==> src/rtl/clock_divider_multi_if.sv <==
// Control and output bundle for the multi-channel divider.
// The bench drives it as master; the divider core uses it as slave.
interface clock_divider_multi_if #(
    parameter int CHANNELS = 2,
    parameter int WIDTH    = 28
);
    localparam int CW = (CHANNELS > 1) ? $clog2(CHANNELS) : 1;

    logic [CHANNELS-1:0] enable;
    logic                load;
    logic [CW-1:0]       load_ch;
    logic [WIDTH-1:0]    load_div;
    logic [CHANNELS-1:0] clk_out;
    logic [CHANNELS-1:0] tick;

    modport master (
        output enable, load, load_ch, load_div,
        input  clk_out, tick
    );

    modport slave (
        input  enable, load, load_ch, load_div,
        output clk_out, tick
    );
endinterface

==> src/rtl/clock_divider_multi.sv <==
// Multi-channel programmable divider with a ~50% duty clock and a wrap tick per channel.
// Each channel reloads its divisor at its own wrap, so no period is ever cut short.
module clock_divider_multi #(
    parameter int CHANNELS    = 2,
    parameter int WIDTH       = 28,
    parameter int DEFAULT_DIV = 50000000
) (
    input  logic                  clock_in,
    input  logic                  reset,
    clock_divider_multi_if.slave  bus
);
    localparam logic [WIDTH-1:0] DEF_DIV = WIDTH'(DEFAULT_DIV);
    localparam logic [WIDTH-1:0] MIN_DIV = WIDTH'(2);
    localparam logic [WIDTH-1:0] ONE     = WIDTH'(1);

    logic [WIDTH-1:0] load_val;

    assign load_val = (bus.load_div < MIN_DIV) ? MIN_DIV : bus.load_div;

    for (genvar i = 0; i < CHANNELS; i++) begin : g_ch
        logic [WIDTH-1:0] cnt;
        logic [WIDTH-1:0] active_div;
        logic [WIDTH-1:0] shadow_div;
        logic             pend;
        logic             clk_r;
        logic             tick_r;
        logic             en;
        logic             hit;
        logic             wrap;

        assign en   = bus.enable[i];
        // An out-of-range load_ch simply matches no channel.
        assign hit  = bus.load && (32'(bus.load_ch) == 32'(i));
        // >= rather than == lets a counter that overshot a shrunk divisor recover.
        assign wrap = (cnt >= active_div - ONE);

        always_ff @(posedge clock_in or posedge reset) begin
            if (reset) begin
                cnt        <= '0;
                active_div <= DEF_DIV;
                shadow_div <= DEF_DIV;
                pend       <= 1'b0;
                clk_r      <= 1'b0;
                tick_r     <= 1'b0;
            end else begin
                if (en) begin
                    clk_r  <= (cnt < (active_div >> 1));
                    tick_r <= (cnt == active_div - ONE);
                    cnt    <= wrap ? '0 : cnt + ONE;
                end else begin
                    clk_r  <= 1'b0;
                    tick_r <= 1'b0;
                    cnt    <= '0;
                end

                if (hit) begin
                    shadow_div <= load_val;
                    if (!en || wrap) begin
                        active_div <= load_val;
                        pend       <= 1'b0;
                    end else begin
                        pend       <= 1'b1;
                    end
                end else if (en && wrap && pend) begin
                    active_div <= shadow_div;
                    pend       <= 1'b0;
                end
            end
        end

        assign bus.clk_out[i] = clk_r;
        assign bus.tick[i]    = tick_r;
    end
endmodule
==> src/flat_wrapper.sv <==
// flat-port wrapper written by rule: the top's interface ports become plain ports
module clock_divider_multi_flat 
#(
    parameter int CHANNELS    = 2,
    parameter int WIDTH       = 28,
    parameter int DEFAULT_DIV = 50000000
)
  (clock_in, reset, bus_enable, bus_load, bus_load_ch, bus_load_div, bus_clk_out, bus_tick);
  clock_divider_multi_if #(.CHANNELS(CHANNELS), .WIDTH(WIDTH)) bus_i ();
  input  logic clock_in;
  input  logic reset;
  input wire logic [$bits(bus_i.enable)-1:0] bus_enable;
  input wire logic [$bits(bus_i.load)-1:0] bus_load;
  input wire logic [$bits(bus_i.load_ch)-1:0] bus_load_ch;
  input wire logic [$bits(bus_i.load_div)-1:0] bus_load_div;
  output wire logic [$bits(bus_i.clk_out)-1:0] bus_clk_out;
  output wire logic [$bits(bus_i.tick)-1:0] bus_tick;
  assign bus_i.enable = bus_enable;
  assign bus_i.load = bus_load;
  assign bus_i.load_ch = bus_load_ch;
  assign bus_i.load_div = bus_load_div;
  assign bus_clk_out = bus_i.clk_out;
  assign bus_tick = bus_i.tick;
  clock_divider_multi #(.CHANNELS(CHANNELS), .WIDTH(WIDTH), .DEFAULT_DIV(DEFAULT_DIV)) u_core (.clock_in(clock_in), .reset(reset), .bus(bus_i));
endmodule
==> config.mk <==
export PLATFORM = sky130hd
export DESIGN_NAME = clock_divider_multi_flat
export DESIGN_NICKNAME = d
export VERILOG_FILES = /design/src/rtl/clock_divider_multi_if.sv /design/src/rtl/clock_divider_multi.sv /design/src/flat_wrapper.sv
export SDC_FILE = /design/constraint.sdc
export NUM_CORES = 1
export LEC_CHECK = 0
export ABC_AREA = 1
export CORE_ASPECT_RATIO = 1.75
export CORE_UTILIZATION = 55
export DETAILED_ROUTE_END_ITERATION = 7
export PLACE_DENSITY = 0.73
export SLEW_MARGIN = 5
export SYNTH_ARGS = -nofsm -noshare
export SYNTH_HDL_FRONTEND = slang
export SYNTH_SLANG_ARGS = --single-unit
export TNS_END_PERCENT = 100
==> constraint.sdc <==
create_clock -name clock_in -period 7.3 [get_ports clock_in]
set_input_delay 1.46 -clock clock_in [delete_from_list [all_inputs] [get_ports clock_in]]
set_output_delay 1.46 -clock clock_in [all_outputs]
set_load 0.005 [all_outputs]
; After elaboration in Yosys (flattened, before gate mapping)
; Cells that the tools add are included.
[classes]
addsub = 4
order_cmp = 5
n_eq_ne = 4
muxes = 21
bitwise_logic = 1
reduce_logical = 14
[op_table]
columns = cell, n
row1 = 28-bit two-way mux, 11
row2 = "28-bit by 1-bit adder with 28-bit output, second input constant", 2
row3 = 28-bit equality test, 2
row4 = 28-bit greater-or-equal comparator, 2
row5 = 28-bit by 27-bit < comparator with 1-bit output, 2
row6 = "28-bit by 1-bit subtractor with 28-bit output, second input constant", 2
row7 = "28-bit by 2-bit < comparator with 1-bit output, second input constant", 1
row8 = 1-bit two-way mux, 10
row9 = 1-bit logical AND, 6
row10 = "2-bit != test, second input constant", 2
row11 = 2-bit AND reduction, 2
row12 = 2-bit nonzero test, 2
row13 = 1-bit logical NOT, 2
row14 = 1-bit logical OR, 2
row15 = 1-bit inverter, 1
[totals]
reg_bits = 174
inputBits = 34
output_inout_bits = 4
wordCells = 61

; Logic depth before layout (Yosys ltp)
; Gate-level depths: netlist (run 1).
[logic_depth]
word_depth = 6
depth_mapped = 23
ltp_nobuf = 22

; Least setup slack after synthesis (run 1)
; Ideal clock, no wire load.
[synth_path]
path_type = reg2reg
start = reg u_core.g_ch[0].active_div[0]
end = reg u_core.g_ch[0].active_div[2]
setup_ns = 0.117
arrival_time_ns = 2.708
t_required_ns = 7.183
setup_slack_ns = 4.475
stages_incl_launch_ff = 22
path_buffers = 1
period_less_slack_ns = 2.825
cell_sequence = dfrtp_1 inv_1 ha_1 nand3_1 nor2_2 nand4_1 nor3_1 xor2_1 inv_1 ha_1 nand2_1 nor2_1 nand2_1 nor2_1 nand2_1 nand2_1 nor2_2 nand2_4 nand2_4 buf_2 nand2_1 nand2_1
[synth_between]
elab_chain_cells = 6
elab_cells_between_ends = 8
cone_classes = 1 x add/sub / 1 x order compare / 1 x eq/ne / 5 x reduce/logical
[synth_lines]
columns = item, line
row1 = start: declaration, clock_divider_multi.sv:22  ; logic [WIDTH-1:0] active_div;
row2 = start signal: assignment, clock_divider_multi.sv:59  ; active_div <= load_val;
row3 = start signal: assignment, clock_divider_multi.sv:65  ; active_div <= shadow_div;
row4 = 28-bit by 1-bit subtractor with 28-bit output *, clock_divider_multi.sv:35  ; assign wrap = (cnt >= active_div - ONE);
row5 = 28-bit greater-or-equal comparator *, clock_divider_multi.sv:35
row6 = 1-bit logical AND (2 in series), clock_divider_multi.sv:64  ; end else if (en && wrap && pend) begin
row7 = 2-bit nonzero test (no source line), -
row8 = 2-bit AND reduction (no source line) *, -
; Mark *: on every way between the ends. The rest lies on a longest branch, timed or not.
; A chain may end at the register's enable or synchronous reset.

; Worst setup path after layout (run 1)
[layout_path]
start = reg u_core.g_ch[1].active_div[0]
end = reg u_core.g_ch[1].active_div[10]
[layout_between]
elab_chain_cells = 6
elab_cells_between_ends = 8
cone_classes = 1 x add/sub / 1 x order compare / 1 x eq/ne / 5 x reduce/logical
[layout_lines]
columns = item, line
row1 = start: declaration, clock_divider_multi.sv:22
row2 = start signal: assignment, clock_divider_multi.sv:59
row3 = start signal: assignment, clock_divider_multi.sv:65
row4 = 28-bit by 1-bit subtractor with 28-bit output *, clock_divider_multi.sv:35
row5 = 28-bit greater-or-equal comparator *, clock_divider_multi.sv:35
row6 = 1-bit logical AND (2 in series), clock_divider_multi.sv:64
row7 = 2-bit nonzero test (no source line), -
row8 = 2-bit AND reduction (no source line) *, -
; Marks and branches as above.

==> impl_metrics.py, run 1 <==
metrics = {
    "run_status": {
        "status": "completed",
    },
    "floorplan": {
        "die_x_um": 112,
        "die_y_um": 194,
        "die_area_um2": 21800,
        "num_rows": 70,
        "ios": 38,
        "start_util": 0.558,
        "core_area_um2": 20800,
    },
    "clock_network": {
        "clockBufferDepth": 2,
        "cts_made_buffers": 17,
        "hold_buffers": 0,
        "cts_resized": 0,
        "clk_latency_ns": 0.44,
        "tritoncts": "done",
        "clk_pin_slew_worst_paths_ns": 0.07,
        "post-cts-setup-buffers": 0,
        "cts_max_level": 4,
        "clkSinkCount": 174,
        "root_buffer": "clkbuf_16",
    },
    "global_route": {
        "grt_max_degree": 74,
        "gr-usage-all-layers": 0.291,
        "grt-ovfl-total": 0,
        "first_global_vias": 10200,
        "grt_pass1_wl_um": 49100,
        "antenna_found_initial": 0,
    },
    "job": {
        "maxCapViolCount": 0,
    },
    "yosys": {
        "ys_seq_elements": 174,
        "ys_seq_area_frac": 0.380,
        "syn_area_per_cell_um2": 7.60,
        "syn_nets": 1677,
        "synth-simple-area-share": 0.291,
        "ys.warnings.count": 0,
        "async_flop_share": 1.00,
        "yosysUniqueCellTypes": 39,
        "synth_top_family_by_area": "simple AND/OR/NAND/NOR gates",
        "yosys-mux-area-fraction": 0,
        "netlist_instances": 1531,
        "ys.flop_type": "dfrtp_1",
        "synth.cell_area_um2": 11600,
        "synth_edf_count": 0,
        "synth_compound_area_frac": 0.0563,
        "synthXorXnorAreaFrac": 0.0715,
        "synthAdderAreaFrac": 0.120,
    },
    "critical_path": {
        "crit_chain": "inv_1, ha_1, nand2_1, nor2_1, nand3_1, xor2_1, inv_1, ha_1, nand2_1, inv_1, nand2_1, inv_1, nand2_1, nand2_1, nor2_2, nand3_4, nand2_4, nand2_1, nand2_1",
        "start_kind": "flop",
        "worst-setup-path-type": "flop to flop",
        "r2r_setup_slack_ns": 3.17,
        "path_buf_inv": 4,
        "path_delay_family": "simple AND/OR/NAND/NOR gates",
        "path_max_fanout": 58,
        "max_stage_delay_ns": 0.56,
        "cp_common_cell": "nand2_1",
        "arrival_ns": 4.51,
        "crit_required_ns": 7.68,
        "cp_slowest_cell": "nand3_4",
        "end_kind": "flop",
    },
    "placed_design": {
        "portBuffers": 37,
        "hpwlAfterDp_um": 23000,
        "place_ws_ns": 3.17,
        "place_inst": 1789,
        "gp_congestion": 0.944,
    },
    "detailed_routing": {
        "postRouteAntennaNets": 0,
        "drc": 0,
        "wl_per_cell_um": 16.2,
        "wirelength_um": 29500,
        "vias": 9710,
        "vias_per_cell": 5.33,
        "drt_first_iter_violations": 465,
        "first_pass_iters": 5,
    },
    "sta": {
        "worst_pin_slew_ns": 0.709,
        "setup_violations": 0,
        "finalHoldViolations": 0,
        "setup_tns_ns": 0,
        "maxSlewViolCount": 0,
        "rsz0062_at_grt": "no",
        "postLayoutSetupSlackWorst_ns": 3.17,
        "fin_skew_ns": 0.00977,
        "relSlewSlack": 0.527,
        "finalCritPeriodShare": 0.566,
        "fin_crit_ns": 4.13,
        "max_freq_mhz": 242,
    },
    "power": {
        "ir_worst_vdd_uv": 170,
        "p_leak_uw": 0.00625,
        "power_density_nw_per_um2": 233,
        "power_uw": 2970,
    },
    "final_layout": {
        "area_growth_pct": 9.52,
        "layoutNonFillerInstCount": 1821,
        "fin_nets": 1702,
        "diodes": 0,
        "drive_above_1_share": 0.0739,
    },
    "worst_hold_path": {
        "hold_class": "flop to flop",
    },
}
## cells by family after synthesis
group	Yosys count
buf+inv	231
flops	174
fa+ha+maj	112
compound gates	125
xor+xnor	95
simple gates	794
## where the power goes
part	internal (uW)	switching [uW]
registers	1110	101
clock network	526	404
logic	290	534
## Yosys cell counts (2+ instances only)
cell / instances / area [um2]
nand2_1: 412 / 1550
inv_1: 187 / 702
nor2_1: 180 / 676
dfrtp_1: 126 / 3150
ha_1: 112 / 1400
nand3_1: 108 / 541
xor2_1: 76 / 666
o21ai_0: 57 / 285
a21oi_1: 49 / 245
dfstp_2: 48 / 1260
nor3_1: 36 / 180
nand4_1: 20 / 125
xnor2_1: 19 / 166
clkbuf_1: 14 / 52.6
nor2_2: 10 / 62.6
buf_2: 9 / 45.0
buf_4: 9 / 67.6
inv_2: 7 / 26.3
nor4_1: 7 / 43.8
o21ai_1: 7 / 35.0
buf_6: 5 / 56.3
nor3b_1: 5 / 37.5
o211ai_1: 4 / 30.0
nand2_4: 3 / 33.8
a21boi_0: 2 / 15.0
a21o_1: 2 / 15.0
nand3_2: 2 / 20.0
nor2_4: 2 / 22.5
o21a_1: 2 / 15.0
or2_2: 2 / 12.5
## sequential cells by signal, summed over array words and instances (netlist names)
register	count
u_core.g_ch.cnt	56
u_core.g_ch.clk_r	2
u_core.g_ch.tick_r	2
u_core.g_ch.active_div	56
u_core.g_ch.pend	2
u_core.g_ch.shadow_div	56
## layout by cell type (no fill, tap or decap), types with 4 or more instances in the layout
cell | synthesis | routed
buf_4 | 9 | 6
o21ai_1 | 7 | 7
nor3_1 | 36 | 36
clkinv_4 | 0 | 4
nor3b_1 | 5 | 5
clkdlybuf4s50_1 | 0 | 37
nor4_1 | 7 | 7
xor2_1 | 76 | 76
nand3_1 | 108 | 108
xnor2_1 | 19 | 19
nand4_1 | 20 | 20
ha_1 | 112 | 112
dfrtp_1 | 126 | 126
inv_1 | 187 | 186
nand2_1 | 412 | 412
dfstp_2 | 48 | 48
nor2_1 | 180 | 180
o211ai_1 | 4 | 4
clkbuf_16 | 0 | 17
a21oi_1 | 49 | 49
o21ai_0 | 57 | 57
inv_2 | 7 | 7
nor2_2 | 10 | 10
## final timing paths
path                                                from                             to  depth (start not counted)
setup / recovery            u_core.g_ch[1].active_div[0]  u_core.g_ch[1].active_div[10]                         19
hold / removal             u_core.g_ch[1].active_div[22]  u_core.g_ch[1].active_div[22]                          2
setup reg to reg            u_core.g_ch[1].active_div[0]  u_core.g_ch[1].active_div[10]                         19
hold reg to reg            u_core.g_ch[1].active_div[22]  u_core.g_ch[1].active_div[22]                          2
max in group asynchronous                          reset  u_core.g_ch[1].active_div[10]                          3
min in group asynchronous                          reset          u_core.g_ch[0].cnt[4]                          2
## worst reg2reg max path, stage by stage (launching register included)
cell and delay [ns]:
dfrtp_1 0.42, inv_1 0.15, ha_1 0.38, nand2_1 0.17, nor2_1 0.39, nand3_1 0.22, xor2_1 0.19, inv_1 0.06
ha_1 0.26, nand2_1 0.06, inv_1 0.03, nand2_1 0.09, inv_1 0.05, nand2_1 0.05, nand2_1 0.09, nor2_2 0.17
nand3_4 0.56, nand2_4 0.53, nand2_1 0.10, nand2_1 0.08
## through the flow
| stage | instance area [um2] | util | hold WS, ns |
|---|---|---|---|
| detailed placement | 12100 | 0.583 | 0.465 |
| floorplan | 11600 | - | 0.442 |
| global placement | 12100 | 0.583 | 0.460 |
| global route | 12700 | 0.611 | 0.500 |
| CTS | 12700 | 0.611 | 0.475 |
| finish | 12700 | 0.611 | 0.475 |
## routing by layer
metal,track usage,vias up,routed length (um)
li1,-,4927,-
met1,0.271,4538,10300
met2,0.574,155,16600
met3,0.0508,90,794
met4,0.176,0,1790
met5,0,-,0
## final cells by class
| class | instances | area (um2) |
|---|---|---|
| fillers | 1925 | 8110 |
| multi-input cells | 1126 | 6270 |
| flip-flops and latches | 174 | 4410 |
| inverters | 194 | 733 |
| clock buffers | 21 | 460 |
| repair buffers | 43 | 415 |
| well taps | 252 | 315 |
| clock inverters | 11 | 133 |
No activity file was read; power rests on OpenSTA's default activity.
==> inputs of run 2 (changes only) <==
Settings changed: PLACE_DENSITY 0.73 to 0.76.
Clock period 7.3 ns to 3.6 ns, I/O delays scaled along.
==> impl_metrics.py, run 2 (synthesis results as in run 1) <==
metrics = {
    "worst_hold_path": {
        "holdCritStartpoint": "u_core.g_ch[0].active_div[22]",
        "holdPathStages": 2,
        "hold_class": "flop to flop",
    },
    "floorplan": {
        "start_util": 0.558,
        "ios": 38,
        "num_rows": 70,
        "die_x_um": 112,
        "die_y_um": 194,
        "die_area_um2": 21800,
        "core_area_um2": 20800,
    },
    "critical_path": {
        "timing.rr.start": "u_core.g_ch[1].active_div[2]",
        "arrival_ns": 3.65,
        "r2r_cells": 20,
        "crit_required_ns": 3.92,
        "end_kind": "flop",
        "startpoint": "u_core.g_ch[1].active_div[2]",
        "r2r_setup_slack_ns": 0.28,
        "start_kind": "flop",
        "worst-setup-path-type": "flop to flop",
        "path_max_fanout": 29,
    },
    "detailed_routing": {
        "first_pass_iters": 6,
        "top_layer": "met4",
        "wl_met3_um": 727,
        "drt_first_iter_violations": 492,
        "met2_length_um": 16800,
        "drc": 0,
        "vias_per_cell": 5.40,
        "met1_length_um": 10300,
        "vias": 9954,
        "postRouteAntennaNets": 0,
        "wl_per_cell_um": 16.3,
        "wirelength_um": 30100,
    },
    "power": {
        "p_clk_frac": 0.297,
        "power_switching_uw": 2140,
        "pwr-share-comb": 0.293,
        "ir_worst_vdd_uv": 304,
        "p_int_uw": 3870,
        "p_sw_frac": 0.356,
        "power_density_nw_per_um2": 464,
        "seqPwrFrac": 0.410,
        "p_leak_uw": 0.00635,
    },
    "clock_network": {
        "clkSinkCount": 174,
        "clk_latency_ns": 0.44,
        "root_buffer": "clkbuf_16",
        "clk_pin_slew_worst_paths_ns": 0.07,
        "clockBufferDepth": 2,
        "tritoncts": "done",
        "cts_made_buffers": 17,
        "cts_max_level": 4,
    },
    "final_layout": {
        "mostFrequentLayoutCells": "nand2_1 (412), inv_1 (186), nor2_1 (179), dfrtp_1 (126), ha_1 (112)",
        "drive_above_1_share": 0.0886,
        "layoutNonFillerInstCount": 1843,
        "fin_nets": 1724,
        "final_common_cell": "nand2_1",
        "regArea_um2": 4410,
        "diodes": 0,
        "num-fill-cells": 1877,
        "area_growth_pct": 11.5,
        "reg.largest.list": "u_core.g_ch.active_div x56, u_core.g_ch.cnt x56, u_core.g_ch.shadow_div x56",
        "multiInputGateArea_um2": 6320,
    },
    "global_route": {
        "first_global_vias": 10200,
        "antenna_found_initial": 0,
        "grt_max_degree": 55,
        "grt_pass1_wl_um": 49300,
        "gr-usage-all-layers": 0.293,
        "grt-ovfl-total": 0,
    },
    "run_status": {
        "status": "completed",
    },
    "sta": {
        "worst_pin_slew_ns": 0.689,
        "maxSlewViolCount": 0,
        "finalCritPeriodShare": 0.923,
        "finalHoldViolations": 0,
        "fin_crit_ns": 3.32,
        "setup_violations": 0,
        "max_freq_mhz": 301,
        "fin_skew_ns": 0.00799,
        "hold_ws_ns": 0.475,
        "relSlewSlack": 0.540,
    },
    "placed_design": {
        "gp_congestion": 0.977,
        "hpwlAfterDp_um": 23800,
        "portBuffers": 37,
        "place_inst": 1805,
    },
    "job": {
        "maxCapViolCount": 0,
    },
}
-- run 2: metal layers --
layer  GRT usage  vias up
met5           0        -
met4       0.209        0
met3      0.0321      123
met2       0.569      202
met1       0.280     4649
li1            -     4980
-- run 2: power by group through the flow --
stage          combinational (uW)  sequential, uW  clock [uW]
3_5_place_dp                 1720            2490           0
3_3_place_gp                 1650            2480           0
6_report                     1760            2470        1780
2_1_floorplan                1280            2430           0
4_1_cts                      1740            2460        1810
5_1_grt                      2030            2500        1880
-- run 2: what timing repair did --
action,4_1_cts,5_1_grt
hold buffers,0,0
setup buffers,0,6
resized for setup,0,8
endpoints found under the setup margin,0,91
-- run 2: area by class of cell --
| cell class | instances | area share |
|---|---|---|
| Inverter | 194 | 0.0565 |
| Sequential cell | 174 | 0.341 |
| Tap cell | 252 | 0.0243 |
| Timing Repair Buffer | 65 | 0.0486 |
| Multi-Input combinational cell | 1126 | 0.487 |
| Clock inverter | 11 | 0.00811 |
| Clock buffer | 21 | 0.0347 |
-- run 2: final timing paths --
kind                                                  to
setup / recovery            u_core.g_ch[1].active_div[4]
hold / removal             u_core.g_ch[0].active_div[22]
setup reg to reg            u_core.g_ch[1].active_div[4]
hold reg to reg            u_core.g_ch[0].active_div[22]
max in group asynchronous   u_core.g_ch[1].active_div[7]
min in group asynchronous   u_core.g_ch[0].shadow_div[3]
-- run 2: critical path: stages, from the launching register on --
cell,delay (ns)
dfrtp_1,0.44
nor2_1,0.16
nand3_1,0.12
nor2_2,0.17
nand2_2,0.14
nor2_4,0.17
nand3_2,0.14
nor2_1,0.16
xor2_1,0.16
ha_1,0.27
nand2_1,0.08
inv_2,0.04
nand2_1,0.14
inv_1,0.06
nand2_1,0.06
nand2_1,0.10
nor2_2,0.17
nand3_4,0.22
buf_12,0.25
nand3_1,0.08
nand2_1,0.08
-- run 2: through the flow --
stage	cell area (um2)	util	setup TNS (ns)	setup WS, ns	total power [uW]
after floorplan	11600	-	0	0.695	3720
after global placement	12300	0.591	0	0.283	4140
after detailed placement	12300	0.591	0	0.204	4200
after CTS	12900	0.617	0	0.173	6010
after global routing	13000	0.622	-0.00172	-0.00172	6410
final	13000	0.622	0	0.276	6010
